$ cat src/rtl/pipe_hazard_unit.sv
// ID-stage hazard/forwarding control with a one-entry multiply/divide scoreboard.
// Optional stall-cycle counter is built only when HAZ_STALL_CNT_EN is defined.
module pipe_hazard_unit #(
    parameter int REG_AW = 5,
    parameter int NRD    = 2,
    parameter int MD_LAT = 4
) (
    input  logic                  clock,
    input  logic                  resetn,
    input  logic [NRD*REG_AW-1:0] d_rs,
    input  logic [NRD-1:0]        d_ruse,
    input  logic [REG_AW-1:0]     d_wn,
    input  logic                  d_wreg,
    input  logic                  d_md,
    input  logic                  d_flush,
    input  logic [REG_AW-1:0]     e_rn,
    input  logic [REG_AW-1:0]     m_rn,
    input  logic                  e_wreg,
    input  logic                  m_wreg,
    input  logic                  e_m2reg,
    input  logic                  m_m2reg,
    output logic [NRD*2-1:0]      fwd,
    output logic                  wpcir,
    output logic                  dbubble,
    output logic                  md_busy,
    output logic [REG_AW-1:0]     md_rn,
    output logic                  md_wb,
    output logic [31:0]           stall_cnt
);

    localparam int CW = (MD_LAT > 1) ? $clog2(MD_LAT) : 1;

    localparam logic [0:0] ST_IDLE = 1'b0;
    localparam logic [0:0] ST_BUSY = 1'b1;

    logic [0:0]        state_q, state_d;
    logic [CW-1:0]     cnt_q, cnt_d;
    logic [REG_AW-1:0] md_rn_q, md_rn_d;

    logic              e_live, m_live, md_live;
    logic [NRD-1:0]    e_hit, m_hit, md_hit;
    logic              loaduse, md_raw, md_waw, md_struct;
    logic              issue;

    // Register 0 is hardwired, so a write to it is never a producer.
    assign e_live  = e_wreg & (|e_rn);
    assign m_live  = m_wreg & (|m_rn);
    assign md_live = md_busy & (|md_rn_q);

    always_comb begin
        e_hit  = '0;
        m_hit  = '0;
        md_hit = '0;
        for (int i = 0; i < NRD; i++) begin
            e_hit[i]  = d_ruse[i] & e_live  & (d_rs[i*REG_AW +: REG_AW] == e_rn);
            m_hit[i]  = d_ruse[i] & m_live  & (d_rs[i*REG_AW +: REG_AW] == m_rn);
            md_hit[i] = d_ruse[i] & md_live & (d_rs[i*REG_AW +: REG_AW] == md_rn_q);
        end
    end

    // Youngest producer wins; a load still in E cannot forward and falls through.
    always_comb begin
        fwd = '0;
        for (int i = 0; i < NRD; i++) begin
            if (e_hit[i] & ~e_m2reg)
                fwd[2*i +: 2] = 2'b01;
            else if (m_hit[i] & ~m_m2reg)
                fwd[2*i +: 2] = 2'b10;
            else if (m_hit[i])
                fwd[2*i +: 2] = 2'b11;
            else
                fwd[2*i +: 2] = 2'b00;
        end
    end

    assign loaduse   = (|e_hit) & e_m2reg;
    assign md_raw    = |md_hit;
    assign md_waw    = md_live & d_wreg & (d_wn == md_rn_q);
    assign md_struct = md_busy & d_md;

    assign wpcir   = ~(loaduse | md_raw | md_waw | md_struct);
    assign dbubble = ~wpcir | d_flush;

    assign md_busy = (state_q == ST_BUSY);
    assign md_wb   = md_busy & (cnt_q == '0);
    assign md_rn   = md_rn_q;
    assign issue   = d_md & d_wreg & wpcir & ~d_flush;

    always_comb begin
        state_d = state_q;
        cnt_d   = cnt_q;
        md_rn_d = md_rn_q;
        case (state_q)
            ST_IDLE: begin
                if (issue) begin
                    state_d = ST_BUSY;
                    cnt_d   = CW'(MD_LAT - 1);
                    md_rn_d = d_wn;
                end
            end
            ST_BUSY: begin
                if (cnt_q == '0)
                    state_d = ST_IDLE;
                else
                    cnt_d = cnt_q - 1'b1;
            end
            default: state_d = ST_IDLE;
        endcase
    end

    always_ff @(posedge clock or negedge resetn) begin
        if (!resetn) begin
            state_q <= ST_IDLE;
            cnt_q   <= '0;
            md_rn_q <= '0;
        end else begin
            state_q <= state_d;
            cnt_q   <= cnt_d;
            md_rn_q <= md_rn_d;
        end
    end

`ifdef HAZ_STALL_CNT_EN
    logic [31:0] stall_cnt_q;

    always_ff @(posedge clock or negedge resetn) begin
        if (!resetn)
            stall_cnt_q <= '0;
        else if (!wpcir)
            stall_cnt_q <= stall_cnt_q + 32'd1;
    end

    assign stall_cnt = stall_cnt_q;
`else
    assign stall_cnt = '0;
`endif

endmodule

$ cat config.mk
export PLATFORM = sky130hd
export DESIGN_NAME = pipe_hazard_unit
export DESIGN_NICKNAME = d
export VERILOG_FILES = /design/src/rtl/pipe_hazard_unit.sv
export SDC_FILE = /design/constraint.sdc
export NUM_CORES = 1
export LEC_CHECK = 0
export BUFFER_PORTS_ARGS = -buffer_cell sky130_fd_sc_hd__buf_2
export CAP_MARGIN = 20
export CORE_ASPECT_RATIO = 1.25
export CORE_MARGIN = 8
export CORE_UTILIZATION = 42
export CTS_BUF_LIST = sky130_fd_sc_hd__clkbuf_16
export DETAILED_ROUTE_END_ITERATION = 16
export HOLD_SLACK_MARGIN = 0.15
export PLACE_DENSITY = 0.89
export SLEW_MARGIN = 15
export SYNTH_ARGS = -nofsm -noshare
export SYNTH_HDL_FRONTEND = slang
export SYNTH_SLANG_ARGS = --single-unit
$ cat constraint.sdc
create_clock -name clock -period 2.2 [get_ports clock]
set_input_delay 0.22 -clock clock [delete_from_list [all_inputs] [get_ports clock]]
set_output_delay 0.22 -clock clock [all_outputs]
set_load 0.02 [all_outputs]
After elaboration in Yosys (flattened, before gate mapping) --
Cells that the tools add are included.
Storage, ports and cells: bits of input ports 36, output and inout port bits 45, word-level logic and storage cells 69, flip-flop bits (word level) 8
Operators by class: reduce and logical (&&, ||, !) cells 8, muxes and demuxes 12, add/sub/neg operators 1, eq/ne operators 9, bitwise gates (word level) 36
Operator list (number):
- $eq 5x5->1 | 7
- $and 1x1->1 | 27
- $mux 2 | 8
- $reduce_or 5->1 | 3
- $not 1->1 | 5
- $ne 2x2->1 const B | 2
- $or 1x1->1 | 4
- $pmux 2 s2 | 1
- $reduce_and 2->1 | 2
- $reduce_or 2->1 | 2
- $logic_not 2->1 | 1
- $mux 1 | 2
- $pmux 1 s2 | 1
- $sub 2x1->2 const B | 1

Depth between registers and ports, before layout --
depth after elaboration 14, gate-level depth with buffers 7, gate-level depth less buffers 6

Worst setup path before layout --
OpenSTA, ideal clock, no wires.
path kind register to output, start point register md_rn_q[0] (netlist: md_rn[0]), end point output port dbubble, arrival 1.814 ns, slack 0.166 ns, data required time 1.980 ns, stages on the path, launching flop included 6, path buffers 1, cell sequence dfrtp_1 > clkbuf_1 > or4_1 > o31ai_1 > a31oi_1 > or3_1
Between the ends: cells in the longest elaborated chain, start to end 9, elaborated cells between the ends (all ways) 16, classes of those cells eq/ne: 3; bitwise: 11; reduce/logical: 2
RTL lines:
- from (decl) | line 38 | logic [REG_AW-1:0] md_rn_q, md_rn_d;
- from (signal assigned) | line 119 | md_rn_q <= md_rn_d;
- $reduce_or 5->1 | line 48 | assign md_live = md_busy & (|md_rn_q);
- $and 1x1->1 | line 48
- $and 1x1->1 (2 in a row) | line 57 | md_hit[i] = d_ruse[i] & md_live & (d_rs[i*REG_AW +: REG_AW] == md_rn_q);
- $reduce_or 2->1 | line 77 | assign md_raw = |md_hit;
- $or 1x1->1 | line 81 | assign wpcir = ~(loaduse | md_raw | md_waw | md_struct);
- $or 1x1->1 (*) (2 in a row) | line 81
- $or 1x1->1 (*) | line 82 | assign dbubble = ~wpcir | d_flush;
- to (decl) | line 24 | output logic dbubble,
Mark *: on every way between the ends. The rest lies on a longest branch, timed or not.

Final worst setup path --
start point register md_rn_q[3] (netlist: md_rn[3]), end point output port dbubble
Same word-level chain as after synthesis.

==> results.sh <==
export IMPL_muxShareOfSynthArea_pct=0
export IMPL_synth_top_area_cell="buf_4"
export IMPL_cts_buffer_depth=2
export IMPL_routed_wl_mm=3.45
export IMPL_holdWs_ns=0.271
export IMPL_start_kind="flop"
export IMPL_final_cell_mix="48 x buf_2, 32 x conb_1, 26 x xor2_1"
export IMPL_vias_per_cell=4.83
export IMPL_synth_top_family_by_area="XOR/XNOR gates"
export IMPL_routedWlPerCell_um=14.7
export IMPL_die_height_um=75.4
export IMPL_drcViolationCount=0
export IMPL_antenna_found_initial=0
export IMPL_ys_seq_area_share_pct=16.9
export IMPL_finalCriticalPeriod_ns=2.11
export IMPL_diodes=0
export IMPL_die_x_um=63.6
export IMPL_cts_made_buffers=3
export IMPL_vias=1135
export IMPL_grt_max_degree=10
export IMPL_ys_types=29
export IMPL_synth_simple_area_share_pct=18.2
export IMPL_skew_ns=0.000337
export IMPL_hold_viol=0
export IMPL_worstPathArrival_ns=1.89
export IMPL_final_util_pct=53.8
export IMPL_io_buffers=48
export IMPL_status="completed"
export IMPL_dr_pass1_iters=4
export IMPL_syn_avg_cell_area_um2=7.81
export IMPL_synth_compound_area_share_pct=13.0
export IMPL_clock_latency_ns=0.23
export IMPL_rows=21
export IMPL_cts_root_buf="clkbuf_16"
export IMPL_ys_top_cells_by_area="buf_4 20%, xor2_1 19%, dfrtp_1 17%"
export IMPL_p_per_area_nw_per_um2=890
export IMPL_ys_warn_count=0
export IMPL_ys_seq_elements=8
export IMPL_drive_above_1_share_pct=29.9
export IMPL_end_kind="output port"
export IMPL_worstPathRequired_ns=1.98
export IMPL_ios=81
export IMPL_final_setup_viol_count=0
export IMPL_cts_tree="done"
export IMPL_vdd_drop_max_mv=0.662
export IMPL_cap_violations=0
export IMPL_dp_hpwl_mm=2.98
export IMPL_die_area_um2=4790
export IMPL_synth_area_um2=1190
export IMPL_synthAdderAreaFrac_pct=1.05
export IMPL_final_common_cell="buf_2"
export IMPL_syn_inst=152
export IMPL_grt_pass1_wl_mm=5.65
export IMPL_fin_crit_sh_pct=96.1
export IMPL_path_clk_slew_ns=0.04
export IMPL_fin_setup_tns_ns=0
export IMPL_htreeDepth=1
export IMPL_area_growth_pct=21.4
export IMPL_grt_pass1_vias=1307
export IMPL_critPathMaxFanout=7
export IMPL_synthXorXnorAreaFrac_pct=26.6
export IMPL_drtIter0Drc=43
export IMPL_grt_use_total_pct=14.2
export IMPL_floorplan_initialDensity_pct=44.3
export IMPL_fmax_ghz=0.473
export IMPL_fillerInstances=282
export IMPL_min_path_type="in -> reg"
export IMPL_rsz0062_at_grt="no"
export IMPL_fin_nets=240
export IMPL_drv_slew=0
export IMPL_clkSinkCount=8
export IMPL_synth_top_area_share_pct=20.2
export IMPL_gp_congestion=0.908
export IMPL_p_leak_uw=0.000745
export IMPL_critPathKind="reg -> out"
export IMPL_grt_ovfl_total=0
export IMPL_fp_coreArea_um2=2680
export IMPL_detail_route_antenna_nets=0
where the power goes:
| group | switching, uW | total [uW] | internal, uW |
|---|---|---|---|
| registers | 87.2 | 307 | 220 |
| clock network | 68.2 | 302 | 234 |
| logic | 401 | 674 | 273 |
cell families (layout without fill, tap and decap cells):
kind of cell,after synthesis,count (layout)
flip-flops,8,8
buffers and inverters,42,60
adder cells (fa/ha/maj),1,1
XOR/XNOR,36,36
AO/OA/AOI/OAI,22,22
AND/OR/NAND/NOR,42,42
other,1,32
metal layers:
| metal | share of wire (%) | global-route usage [%] | vias to the layer above |
|---|---|---|---|
| li1 | - | - | 548 |
| met1 | 40 | 15.1 | 513 |
| met2 | 49 | 25.2 | 65 |
| met3 | 8.9 | 5.59 | 9 |
| met4 | 2.1 | 5.46 | 0 |
| met5 | 0 | 0 | - |
synthesized netlist by cell type (all sizes together):
cell and instances:
a21oi 1, o21a 1, nand2 10, and3 2
nor4 6, nor2 7, nand2b 1, conb 1
o31ai 2, buf 33, inv 3, clkbuf 6
nand3 5, nand4 1, nor3 3, or3 1
a31oi 2, xor2 26, a21o 2, ha 1
or4 3, o21ai 4, dfrtp 8, o211ai 10
xnor2 10, and2 3
layout make-up:
type                    count  area (um2)  area share (%)
clock buffers               3        75.1            5.21
inverters                   3        11.3           0.781
multi-input cells         133         823            57.1
flip-flops and latches      8         201            14.0
well taps                  34        42.5            2.95
repair buffers             54         288            20.0
worst max-delay path, stage by stage, from the launching register on:
cell and delay, ns:
dfrtp_1 0.47, or4_1 0.46, o31ai_2 0.19, a31oi_1 0.07, or3_1 0.30, buf_2 0.16
path summary, 6_finish.rpt:
| path | from | endpoint | slack [ns] | cells past startpoint |
|---|---|---|---|---|
| worst max-delay path | md_rn[3] | dbubble | 0.09 | 5 |
| worst min-delay path | d_wn[4] | md_rn[4] | 0.27 | 3 |
| worst max register to register | md_busy | md_rn[3] | 0.96 | 4 |
| worst min register to register | cnt_q[0] | cnt_q[0] | 0.46 | 1 |
| max in group asynchronous | resetn | md_rn[1] | 1.66 | 2 |
| min in group asynchronous | resetn | cnt_q[1] | 0.36 | 2 |
metrics by stage:
stage | std cells | setup slack (ns) | area (um2) | power [uW]
floorplan | 183 | 0.166 | 1300 | 789
global placement | 230 | 0.254 | 1340 | 931
detailed placement | 230 | 0.214 | 1340 | 955
CTS | 234 | 0.00927 | 1430 | 1280
global route | 235 | 0.0125 | 1440 | 1380
finish | 235 | 0.0853 | 1440 | 1280
registers in the layout, summed over array words and instances, names as in the netlist:
name,count
md_busy,1
cnt_q,2
md_rn,5
repair_timing:
action,4_1_cts,5_1_grt
hold endpoints to repair,8,0
hold buffers,1,0
endpoints found under the setup margin,1,1
setup buffers,0,1
resized for setup,2,0
(Power assumes the default switching activity.)
